[config.mk]
export PLATFORM = sky130hd
export DESIGN_NAME = fpu_issue_flat
export DESIGN_NICKNAME = d
export VERILOG_FILES = /design/src/rtl/fpu_issue_if.sv /design/src/rtl/fpu_issue.sv /design/src/flat_wrapper.sv
export SDC_FILE = /design/constraint.sdc
export NUM_CORES = 1
export LEC_CHECK = 0
export ABC_AREA = 1
export BUFFER_PORTS_ARGS = -buffer_cell sky130_fd_sc_hd__buf_2
export CORE_ASPECT_RATIO = 1.25
export CORE_MARGIN = 3
export CORE_UTILIZATION = 45
export CTS_CLUSTER_SIZE = 8
export DETAILED_ROUTE_END_ITERATION = 8
export HOLD_SLACK_MARGIN = 0.06
export PLACE_DENSITY = 0.7
export REMOVE_ABC_BUFFERS = 1
export SLEW_MARGIN = 25
export SYNTH_ARGS = -nofsm -noshare
export SYNTH_HDL_FRONTEND = slang
export SYNTH_SLANG_ARGS = --single-unit
[constraint.sdc]
create_clock -name clk -period 7.9 [get_ports clk]
set_input_delay 1.58 -clock clk [delete_from_list [all_inputs] [get_ports clk]]
set_output_delay 1.58 -clock clk [all_outputs]
set_load 0.02 [all_outputs]
[src/rtl/fpu_issue_if.sv]
`default_nettype none
// +------------------------------------------------------------------+
// | fpu_issue_if : instruction-in / FPU / writeback bundle           |
// | Revision: 1.0                                                    |
// +------------------------------------------------------------------+
interface fpu_issue_if;
  logic        in_valid;
  logic [31:0] in_inst;
  logic [31:0] in_int;
  logic        in_ready;
  logic [31:0] fpu_inst;
  logic        fpu_is_legl;
  logic [31:0] fpu_from_intreg;
  logic        fpu_hazard;
  logic [31:0] fpu_to_intreg;
  logic        wb_valid;
  logic [4:0]  wb_rd;
  logic [31:0] wb_data;
  logic [15:0] stall_cnt;

  modport master (
    output in_valid, in_inst, in_int, fpu_hazard, fpu_to_intreg,
    input  in_ready, fpu_inst, fpu_is_legl, fpu_from_intreg,
           wb_valid, wb_rd, wb_data, stall_cnt
  );

  modport slave (
    input  in_valid, in_inst, in_int, fpu_hazard, fpu_to_intreg,
    output in_ready, fpu_inst, fpu_is_legl, fpu_from_intreg,
           wb_valid, wb_rd, wb_data, stall_cnt
  );
endinterface
`default_nettype wire

[src/rtl/fpu_issue.sv]
`default_nettype none
// +------------------------------------------------------------------+
// | fpu_issue : FP instruction queue, in-order issue under hazard,   |
// | integer-writeback latency pipe. Option: FPU_ISSUE_BYPASS_EN.     |
// | Revision: 1.0                                                    |
// +------------------------------------------------------------------+
module fpu_issue #(
  parameter int DEPTH      = 4,
  parameter int RESULT_LAT = 3
) (
  input  wire logic   clk,
  input  wire logic   rst,
  fpu_issue_if.slave  bus
);
  localparam int              c_ADDR_W = $clog2(DEPTH);
  localparam logic [c_ADDR_W:0] c_FULL = (c_ADDR_W + 1)'(DEPTH);

  logic [31:0]              r_inst_mem [DEPTH];
  logic [31:0]              r_int_mem  [DEPTH];
  logic [c_ADDR_W-1:0]      r_wp;
  logic [c_ADDR_W-1:0]      r_rp;
  logic [c_ADDR_W:0]        r_count;
  logic [31:0]              r_from_int;
  logic [15:0]              r_stall;
  logic [RESULT_LAT-1:0]    r_wr_sr;
  logic [RESULT_LAT-1:0][4:0] r_rd_sr;

  logic        w_empty;
  logic        w_full;
  logic        w_byp;
  logic        w_issue;
  logic        w_pop;
  logic        w_push;
  logic        w_int_wr;
  logic [31:0] w_iss_inst;
  logic [31:0] w_iss_int;

  assign w_empty = (r_count == '0);
  assign w_full  = (r_count == c_FULL);

`ifdef FPU_ISSUE_BYPASS_EN
  // Reset gating keeps fpu_inst/fpu_is_legl at zero while rst is held.
  assign w_byp = ~rst & w_empty & bus.in_valid;
`else
  assign w_byp = 1'b0;
`endif

  assign w_iss_inst = w_empty ? bus.in_inst : r_inst_mem[r_rp];
  assign w_iss_int  = w_empty ? bus.in_int  : r_int_mem[r_rp];

  assign w_issue = (~w_empty | w_byp) & ~bus.fpu_hazard;
  assign w_pop   = w_issue & ~w_empty;
  // A bypassed instruction that issues immediately is never stored.
  assign w_push  = bus.in_valid & ~w_full & ~(w_byp & w_issue);

  assign w_int_wr = (w_iss_inst[6:0] == 7'b1010011) &&
                    ((w_iss_inst[31:27] == 5'b11000) ||
                     (w_iss_inst[31:27] == 5'b11100) ||
                     (w_iss_inst[31:27] == 5'b10100));

  assign bus.in_ready        = ~w_full;
  assign bus.fpu_inst        = (~w_empty | w_byp) ? w_iss_inst : 32'h0;
  assign bus.fpu_is_legl     = w_issue;
  assign bus.fpu_from_intreg = r_from_int;
  assign bus.stall_cnt       = r_stall;
  assign bus.wb_rd           = r_rd_sr[RESULT_LAT-1];
  assign bus.wb_valid        = r_wr_sr[RESULT_LAT-1] & (r_rd_sr[RESULT_LAT-1] != 5'd0);
  assign bus.wb_data         = bus.fpu_to_intreg;

  always_ff @(posedge clk) begin
    if (w_push) begin
      r_inst_mem[r_wp] <= bus.in_inst;
      r_int_mem[r_wp]  <= bus.in_int;
    end
  end

  always_ff @(posedge clk or posedge rst) begin
    if (rst) begin
      r_wp       <= '0;
      r_rp       <= '0;
      r_count    <= '0;
      r_from_int <= 32'h0;
      r_stall    <= 16'h0;
    end else begin
      if (w_push) r_wp <= r_wp + 1'b1;
      if (w_pop)  r_rp <= r_rp + 1'b1;
      if (w_push && !w_pop)      r_count <= r_count + 1'b1;
      else if (w_pop && !w_push) r_count <= r_count - 1'b1;
      if (w_issue) r_from_int <= w_iss_int;
      if (!w_empty && bus.fpu_hazard && r_stall != 16'hFFFF)
        r_stall <= r_stall + 1'b1;
    end
  end

  // Writeback latency pipe: slot 0 is loaded on every edge, tail drives wb_*.
  always_ff @(posedge clk or posedge rst) begin
    if (rst) begin
      r_wr_sr <= '0;
      r_rd_sr <= '0;
    end else begin
      r_wr_sr[0] <= w_issue & w_int_wr;
      r_rd_sr[0] <= w_issue ? w_iss_inst[11:7] : 5'd0;
      for (int i = 1; i < RESULT_LAT; i++) begin
        r_wr_sr[i] <= r_wr_sr[i-1];
        r_rd_sr[i] <= r_rd_sr[i-1];
      end
    end
  end
endmodule
`default_nettype wire
[src/flat_wrapper.sv]
// flat-port wrapper written by rule: the top's interface ports become plain ports
module fpu_issue_flat 
#(
  parameter int DEPTH      = 4,
  parameter int RESULT_LAT = 3
)
  (clk, rst, bus_in_valid, bus_in_inst, bus_in_int, bus_fpu_hazard, bus_fpu_to_intreg, bus_in_ready, bus_fpu_inst, bus_fpu_is_legl, bus_fpu_from_intreg, bus_wb_valid, bus_wb_rd, bus_wb_data, bus_stall_cnt);
  fpu_issue_if bus_i ();
  input  wire logic clk;
  input  wire logic rst;
  input wire logic [$bits(bus_i.in_valid)-1:0] bus_in_valid;
  input wire logic [$bits(bus_i.in_inst)-1:0] bus_in_inst;
  input wire logic [$bits(bus_i.in_int)-1:0] bus_in_int;
  input wire logic [$bits(bus_i.fpu_hazard)-1:0] bus_fpu_hazard;
  input wire logic [$bits(bus_i.fpu_to_intreg)-1:0] bus_fpu_to_intreg;
  output wire logic [$bits(bus_i.in_ready)-1:0] bus_in_ready;
  output wire logic [$bits(bus_i.fpu_inst)-1:0] bus_fpu_inst;
  output wire logic [$bits(bus_i.fpu_is_legl)-1:0] bus_fpu_is_legl;
  output wire logic [$bits(bus_i.fpu_from_intreg)-1:0] bus_fpu_from_intreg;
  output wire logic [$bits(bus_i.wb_valid)-1:0] bus_wb_valid;
  output wire logic [$bits(bus_i.wb_rd)-1:0] bus_wb_rd;
  output wire logic [$bits(bus_i.wb_data)-1:0] bus_wb_data;
  output wire logic [$bits(bus_i.stall_cnt)-1:0] bus_stall_cnt;
  assign bus_i.in_valid = bus_in_valid;
  assign bus_i.in_inst = bus_in_inst;
  assign bus_i.in_int = bus_in_int;
  assign bus_i.fpu_hazard = bus_fpu_hazard;
  assign bus_i.fpu_to_intreg = bus_fpu_to_intreg;
  assign bus_in_ready = bus_i.in_ready;
  assign bus_fpu_inst = bus_i.fpu_inst;
  assign bus_fpu_is_legl = bus_i.fpu_is_legl;
  assign bus_fpu_from_intreg = bus_i.fpu_from_intreg;
  assign bus_wb_valid = bus_i.wb_valid;
  assign bus_wb_rd = bus_i.wb_rd;
  assign bus_wb_data = bus_i.wb_data;
  assign bus_stall_cnt = bus_i.stall_cnt;
  fpu_issue #(.DEPTH(DEPTH), .RESULT_LAT(RESULT_LAT)) u_core (.clk(clk), .rst(rst), .bus(bus_i));
endmodule
==> qor.yml, run 1 <==
detailed_routing:
  via_count: 8476
  drc: 0
  drt_iter0_drc: 616
  vias_per_cell: 5.03
  wire_per_inst_um: 17.7
  ant_nets: 0
  drt-total-wl_um: 29800
  dr.pass1.iters: 5
clock_network:
  cts-htree-levels: 2
  clkTransAtPathRegs_ns: 0.05
  numCtsBuffers: 47
  ctsHoldBuffers: 0
  root_buffer: "clkbuf_16"
  clock-sinks: 329
  cts.path.max_buffers: 3
  ctsResizeCount: 0
  post_cts_buffers: 0
  cts_tree: "yes"
  clkLatencyLatePin_ns: 0.54
outcome:
  status: "complete, no violations"
synth:
  netlist.area_leader.share_pct: 57.9
  syn-cell-area_mm2: 0.0133
  synth_xor_area_share_pct: 0.857
  synth_edf_count: 256
  ys_types: 36
  synth_cells: 1134
  async_reset_ff_share_pct: 22.2
  ys_seq_elements: 329
  synth_top_cell_by_area: "edfxtp_1"
  synth_mux_area_share_pct: 0.0848
  synth-simple-area-share_pct: 13.2
  synth_top_family_by_area: "simple AND/OR/NAND/NOR gates"
  synth_fa_ha_area_share_pct: 0.716
  synth_warnings: 0
  netlist_top_cells_area: "edfxtp_1, dfrtp_1, nor2_1, o21ai_0, nand2_1"
  ys.flop_type: "edfxtp_1"
  seq_area_frac_synth_pct: 71.6
  avgSynthCellArea_um2: 11.7
  synth_compound_area_share_pct: 7.25
power:
  vdd_drop_max_mv: 0.272
  p_sw_share_pct: 36.3
  clkPwrFrac_pct: 28.6
  p_int_mw: 4.09
  power.total_mw: 6.42
  seqPwrFrac_pct: 38.9
  combPwrFrac_pct: 32.5
  leakage_nw: 6.12
  power.density_mw_per_mm2: 413
  power.switching_mw: 2.33
floorplanning:
  die_w_um: 160
  num_rows: 69
  coreArea_mm2: 0.0287
  pin_count: 220
  die_area_mm2: 0.0316
  die_y_um: 198
  start_util_pct: 46.2
worst_setup_path:
  rr_worst_depth: 5
  reg2reg_slack_ns: 5.15
  worstSetupPathType: "reg -> out"
  rr_endpoint: "u_core.r_inst_mem[0][19]$_DFFE_PP_"
  rr_startpoint: "u_core.r_count[0]$_DFFE_PP0P_"
  slowest_delay_ns: 0.65
  cp-start-kind: "flop"
  crit_chain: "inv_4 > buf_4 > o21ai_0 > a21oi_1 > buf_2"
  path_delay_family: "buffers and inverters"
  critPathMaxFanout: 66
  crit_path_end_kind: "output port"
  cp_slowest_cell: "dfrtp_4"
  critPathBufInv: 3
  required_ns: 6.32
  worst_ep_arrival_time_ns: 2.94
global_route:
  antenna_found_initial: 1
  grt_max_degree: 100
  grt_first_pass_wirelength_um: 46100
  grt_overflow_total: 0
  grt_usage_pct: 18.6
  grt_pass1_vias: 8653
sta:
  grt_setup_unrepaired: "no"
  worst_slew_pin_slew_ns: 0.910
  final.setup.tns_ns: 0
  max_slew_margin_pct: 39.4
  worst_slack_ns: 3.38
  drv_slew: 0
  min_period_ns: 4.52
  clock_skew_ns: 0.0118
  setup_viol_count_final: 0
  fmax_mhz: 221
  post-route-period-util_pct: 57.2
  finalHoldViolations: 0
final_layout:
  register_area_mm2: 0.00952
  drive_gt1_share_pct: 19.0
  multi_input_area_mm2: 0.00297
  area_growth_pct: 17.0
  diodes: 0
  final_nets: 1366
  nFillCells: 2418
placement:
  io_buffers: 155
  place_hpwl_um: 17300
  routabilityCongestion: 0.807
  place_ws_ns: 3.94
hold_path:
  hp-class: "reg -> reg"
  hold_depth: 0
  worstHoldEndpoint: "u_core.r_rd_sr[9]$_DFF_PP0_"
  hold_start: "u_core.r_rd_sr[4]$_DFF_PP0_"
run:
  cap_viol_max_count: 0
==> cell type report <==
| type | instances | share of cell area, % |
|---|---|---|
| repair buffers | 167 | 5.81 |
| clock buffers | 82 | 8.69 |
| flip-flops and latches | 329 | 61.3 |
| multi-input cells | 641 | 19.1 |
| clock inverters | 2 | 0.185 |
| inverters | 73 | 1.79 |
| well taps | 390 | 3.14 |
==> cell usage after synthesis (2+ instances only) <==
cell	instances
nor2_1	274
edfxtp_1	256
nand2_1	121
o21ai_0	106
dfrtp_1	73
inv_1	70
buf_4	39
a31oi_1	32
nand3_1	31
a21oi_1	25
buf_2	22
clkbuf_1	15
buf_1	10
xor2_1	8
ha_1	6
a31o_2	5
buf_6	5
xnor2_1	5
nor3_1	4
o21ai_1	4
nand4_1	3
inv_2	2
nand2_2	2
nand3b_1	2
nor3_2	2
o21ai_2	2
==> cell families (layout without fill, tap and decap cells) <==
| kind of cell | count (synthesis) | after routing |
|---|---|---|
| simple gates | 443 | 443 |
| flops | 329 | 329 |
| compound gates | 177 | 177 |
| buf+inv | 164 | 324 |
| xor+xnor | 13 | 13 |
| fa+ha+maj | 7 | 7 |
| mux | 1 | 1 |
==> registers in the layout (all words and copies together) (netlist names) <==
register                    cells
u_core.r_inst_mem             128
u_core.r_int_mem              128
u_core.bus.fpu_from_intreg     32
u_core.bus.stall_cnt           16
u_core.r_rd_sr                 10
u_core.bus.wb_rd                5
u_core.r_count                  3
u_core.r_wr_sr                  3
u_core.r_rp                     2
u_core.r_wp                     2
==> how the worst max path moves through the flow <==
stage	depth (start not counted)	end	slack, ns	from
2_1_floorplan	4	bus_fpu_inst[27]	2.40	u_core.r_rp[0]$_DFFE_PP0P_
3_3_place_gp	5	bus_fpu_inst[24]	3.90	u_core.r_rp[0]$_DFFE_PP0P_
3_5_place_dp	5	bus_fpu_inst[17]	3.94	u_core.r_rp[0]$_DFFE_PP0P_
4_1_cts	5	bus_fpu_inst[17]	3.36	u_core.r_rp[0]$_DFFE_PP0P_
5_1_grt	5	bus_fpu_inst[17]	3.16	u_core.r_rp[0]$_DFFE_PP0P_
6_report	5	bus_fpu_inst[24]	3.38	u_core.r_rp[0]$_DFFE_PP0P_
==> cells in the final DEF, fill, tap and decap left out, types with 2 or more instances in the layout <==
cell type,n
nor2_4,4
nor3_1,4
nand2_1,121
nor3_2,2
nand3_1,31
inv_1,67
clkbuf_1,33
nand4_1,3
inv_2,4
buf_4,9
nand3b_1,2
xor2_1,8
dfrtp_1,71
o21ai_0,106
a31o_2,5
a31oi_1,32
nand2_2,2
o21ai_1,4
o21ai_2,2
nor2_1,270
ha_1,6
clkbuf_16,49
a21oi_1,25
buf_2,155
edfxtp_1,256
xnor2_1,5
==> metrics by stage <==
| stage | utilization, % | area [um^2] | hold slack, ns | instances |
|---|---|---|---|---|
| 6_report | 54.0 | 15500 | 0.344 | 1684 |
| 5_1_grt | 54.0 | 15500 | 0.352 | 1684 |
| 4_1_cts | 54.0 | 15500 | 0.345 | 1684 |
| 3_5_place_dp | 49.2 | 14100 | 0.335 | 1600 |
| 3_3_place_gp | 49.1 | 14100 | 0.332 | 1598 |
| 2_1_floorplan | - | 12700 | 0.331 | 1043 |
==> metal layers <==
metal  GRT usage [%]  up-vias  routed length, um
li1                -     4071                  -
met1            21.5     4058              11800
met2            32.8      284              15000
met3            5.63       61               2240
met4            6.78        2                774
met5           0.758        -                  7
==> power groups by stage <==
stage	Clock, mW	Combinational [mW]	Sequential [mW]
finish	1.84	2.08	2.50
global placement	0	2.07	2.51
detailed placement	0	2.11	2.53
CTS	1.88	2.12	2.50
global route	1.96	2.32	2.54
floorplan	0	1.16	2.73
(Power assumes the default switching activity.)
==> inputs of run 2 (changes only) <==
--- a/config.mk
+++ b/config.mk
@@ -5,7 +5,7 @@
 export SDC_FILE = /design/constraint.sdc
 export NUM_CORES = 1
 export LEC_CHECK = 0
-export ABC_AREA = 1
+export ABC_AREA = 0
 export BUFFER_PORTS_ARGS = -buffer_cell sky130_fd_sc_hd__buf_2
 export CORE_ASPECT_RATIO = 1.25
 export CORE_MARGIN = 3
==> constraint.sdc (replaced) <==
create_clock -name clk -period 4.3 [get_ports clk]
set_input_delay 0.86 -clock clk [delete_from_list [all_inputs] [get_ports clk]]
set_output_delay 0.86 -clock clk [all_outputs]
set_load 0.02 [all_outputs]
==> run 2 against run 1 <==
  * First-iteration DRC count down 58%
  * Synthesized cell count down 46%
  * Die area down 4.9%
  * Critical path depth down 2
  * Power up 75%
  * Clock skew about the same
  * Worst hold slack worse by 0.0010 ns
  * Register-to-register slack worse by 3.5 ns
  * Worst setup slack worse by 2.4 ns
  * Clock power up 82%
==> qor.yml, run 2 <==
global_route:
  grt_usage_pct: 16.8
  grt_overflow_total: 0
  grt_pass1_vias: 6512
  grt_first_pass_wirelength_um: 38300
  grt_max_degree: 65
  antenna_found_initial: 4
worst_setup_path:
  cp-start-kind: "flop"
  rr_worst_depth: 3
  crit_path_end_kind: "output port"
  worstSetupPathType: "reg -> out"
  worst_ep_arrival_time_ns: 2.51
  reg2reg_slack_ns: 1.61
  rr_endpoint: "u_core.r_wr_sr[0]$_DFF_PP0_"
  required_ns: 3.44
  critPathMaxFanout: 39
  rr_startpoint: "u_core.r_rp[0]$_DFFE_PP0P_"
sta:
  max_slew_margin_pct: 43.6
  holdWs_ns: 0.343
  post-route-period-util_pct: 78.4
  worst_slew_pin_slew_ns: 0.847
  setup_viol_count_final: 0
  drv_slew: 0
  clock_skew_ns: 0.0117
  min_period_ns: 3.37
  fmax_mhz: 297
  finalHoldViolations: 0
  grt_setup_unrepaired: "no"
final_layout:
  final_cell_mix: "edfxtp_1, buf_2, dfrtp_1"
  drive_gt1_share_pct: 39.6
  design_area_mm2: 0.0150
  layout_commonest_cell: "edfxtp_1"
  area_growth_pct: 18.9
  final_nets: 880
floorplanning:
  die_w_um: 156
  num_rows: 67
  pin_count: 220
  die_y_um: 193
  start_util_pct: 46.3
  coreArea_mm2: 0.0272
  die_area_mm2: 0.0301
detailed_routing:
  wire_per_inst_um: 21.8
  vias_per_cell: 5.35
  via_count: 6181
  drt-total-wl_um: 25100
  dr.pass1.iters: 4
  drt_iter0_drc: 257
  drc: 0
  ant_nets: 0
outcome:
  status: "complete, no violations"
power:
  vdd_drop_max_mv: 0.407
  leakage_nw: 5.50
  power.density_mw_per_mm2: 750
clock_network:
  cts.path.max_buffers: 3
  clkTransAtPathRegs_ns: 0.05
  post_cts_buffers: 0
  numCtsBuffers: 47
  clock-sinks: 329
  ctsResizeCount: 0
  cts_tree: "yes"
  cts-htree-levels: 2
  clkLatencyLatePin_ns: 0.52
  ctsHoldBuffers: 0
  root_buffer: "clkbuf_16"
synth:
  avgSynthCellArea_um2: 20.4
  netlist.area_leader.share_pct: 60.9
  netlist_top_cells_area: "edfxtp_1, dfrtp_1, mux4_2, mux2_2, buf_4"
  synth_warnings: 0
  ys.flop_type: "edfxtp_1"
  synth_cells: 617
  async_reset_ff_share_pct: 22.2
  seq_area_frac_synth_pct: 75.4
  syn-cell-area_mm2: 0.0126
  synth_top_cell_by_area: "edfxtp_1"
  ys_types: 37
  synth_edf_count: 256
  yosysMostFrequentCell: "edfxtp_1"
  ys_seq_elements: 329
  yosys-top-cells-count: "edfxtp_1, dfrtp_1, mux4_2"
placement:
  routabilityCongestion: 0.760
  io_buffers: 155
  place_hpwl_um: 15200
  place_area_mm2: 0.0136
hold_path:
  hold_start: "u_core.r_rd_sr[6]$_DFF_PP0_"
  worstHoldEndpoint: "u_core.bus.wb_rd[1]$_DFF_PP0_"
  hp-class: "reg -> reg"
  hold_depth: 0
run:
  cap_viol_max_count: 0
run 2: critical path, cell delays in order (launching register included):
cell,delay (ns)
dfrtp_4,0.93
mux4_1,0.66
and2_1,0.21
buf_2,0.16
run 2: where the power goes:
part	switching (mW)	internal [mW]	leakage, nW
registers	0.477	4.27	3.25
logic	1.69	1.44	1.60
clock network	1.25	2.11	0.650
total	3.42	7.82	5.50
run 2: worst max-delay path by stage:
stage | from | endpoint | slack [ns] | depth (start not counted)
after global placement | u_core.r_rp[0]$_DFFE_PP0P_ | bus_fpu_inst[0] | 1.41 | 3
final | u_core.r_rp[0]$_DFFE_PP0P_ | bus_fpu_inst[0] | 0.93 | 3
after global routing | u_core.r_rp[0]$_DFFE_PP0P_ | bus_fpu_inst[0] | 0.75 | 3
after detailed placement | u_core.r_rp[0]$_DFFE_PP0P_ | bus_fpu_inst[0] | 1.40 | 3
after CTS | u_core.r_rp[0]$_DFFE_PP0P_ | bus_fpu_inst[0] | 0.84 | 3
after floorplan | u_core.r_rp[0]$_DFFE_PP0P_ | bus_fpu_inst[0] | -0.05 | 2
run 2: metal layers:
metal	wire length, um	part of all wire, %	track usage (%)	vias up
li1	-	-	-	2729
met1	10200	40	21.5	3202
met2	12600	50	27.5	198
met3	1930	7.7	6.14	46
met4	455	1.8	4.62	6
met5	41	0.16	0.821	-
run 2: through the flow:
step | instances | setup TNS [ns] | setup slack [ns] | util (%) | power [mW]
final | 1156 | 0 | 0.931 | 55.0 | 11.2
after global routing | 1156 | 0 | 0.753 | 55.0 | 11.8
after CTS | 1153 | 0 | 0.837 | 54.9 | 11.4
after detailed placement | 1067 | 0 | 1.40 | 49.8 | 8.01
after global placement | 1065 | 0 | 1.41 | 49.7 | 7.92
after floorplan | 557 | -0.252 | -0.0505 | - | 6.92
run 2: cell type report:
type	count	area [um^2]
sequential	329	9520
tap	345	432
clock inverter	1	8.76
fill	2083	12200
multi-input combinational	219	2710
timing repair buffer	167	923
clock buffer	85	1360
inverter	9	35.0
antenna	1	2.50
run 2: cells by family after synthesis:
family	synth area share [%]
compound gates	0.952
simple gates	3.58
xor+xnor	1.32
mux	14.7
buf+inv	3.29
flops	75.4
fa+ha+maj	0.754
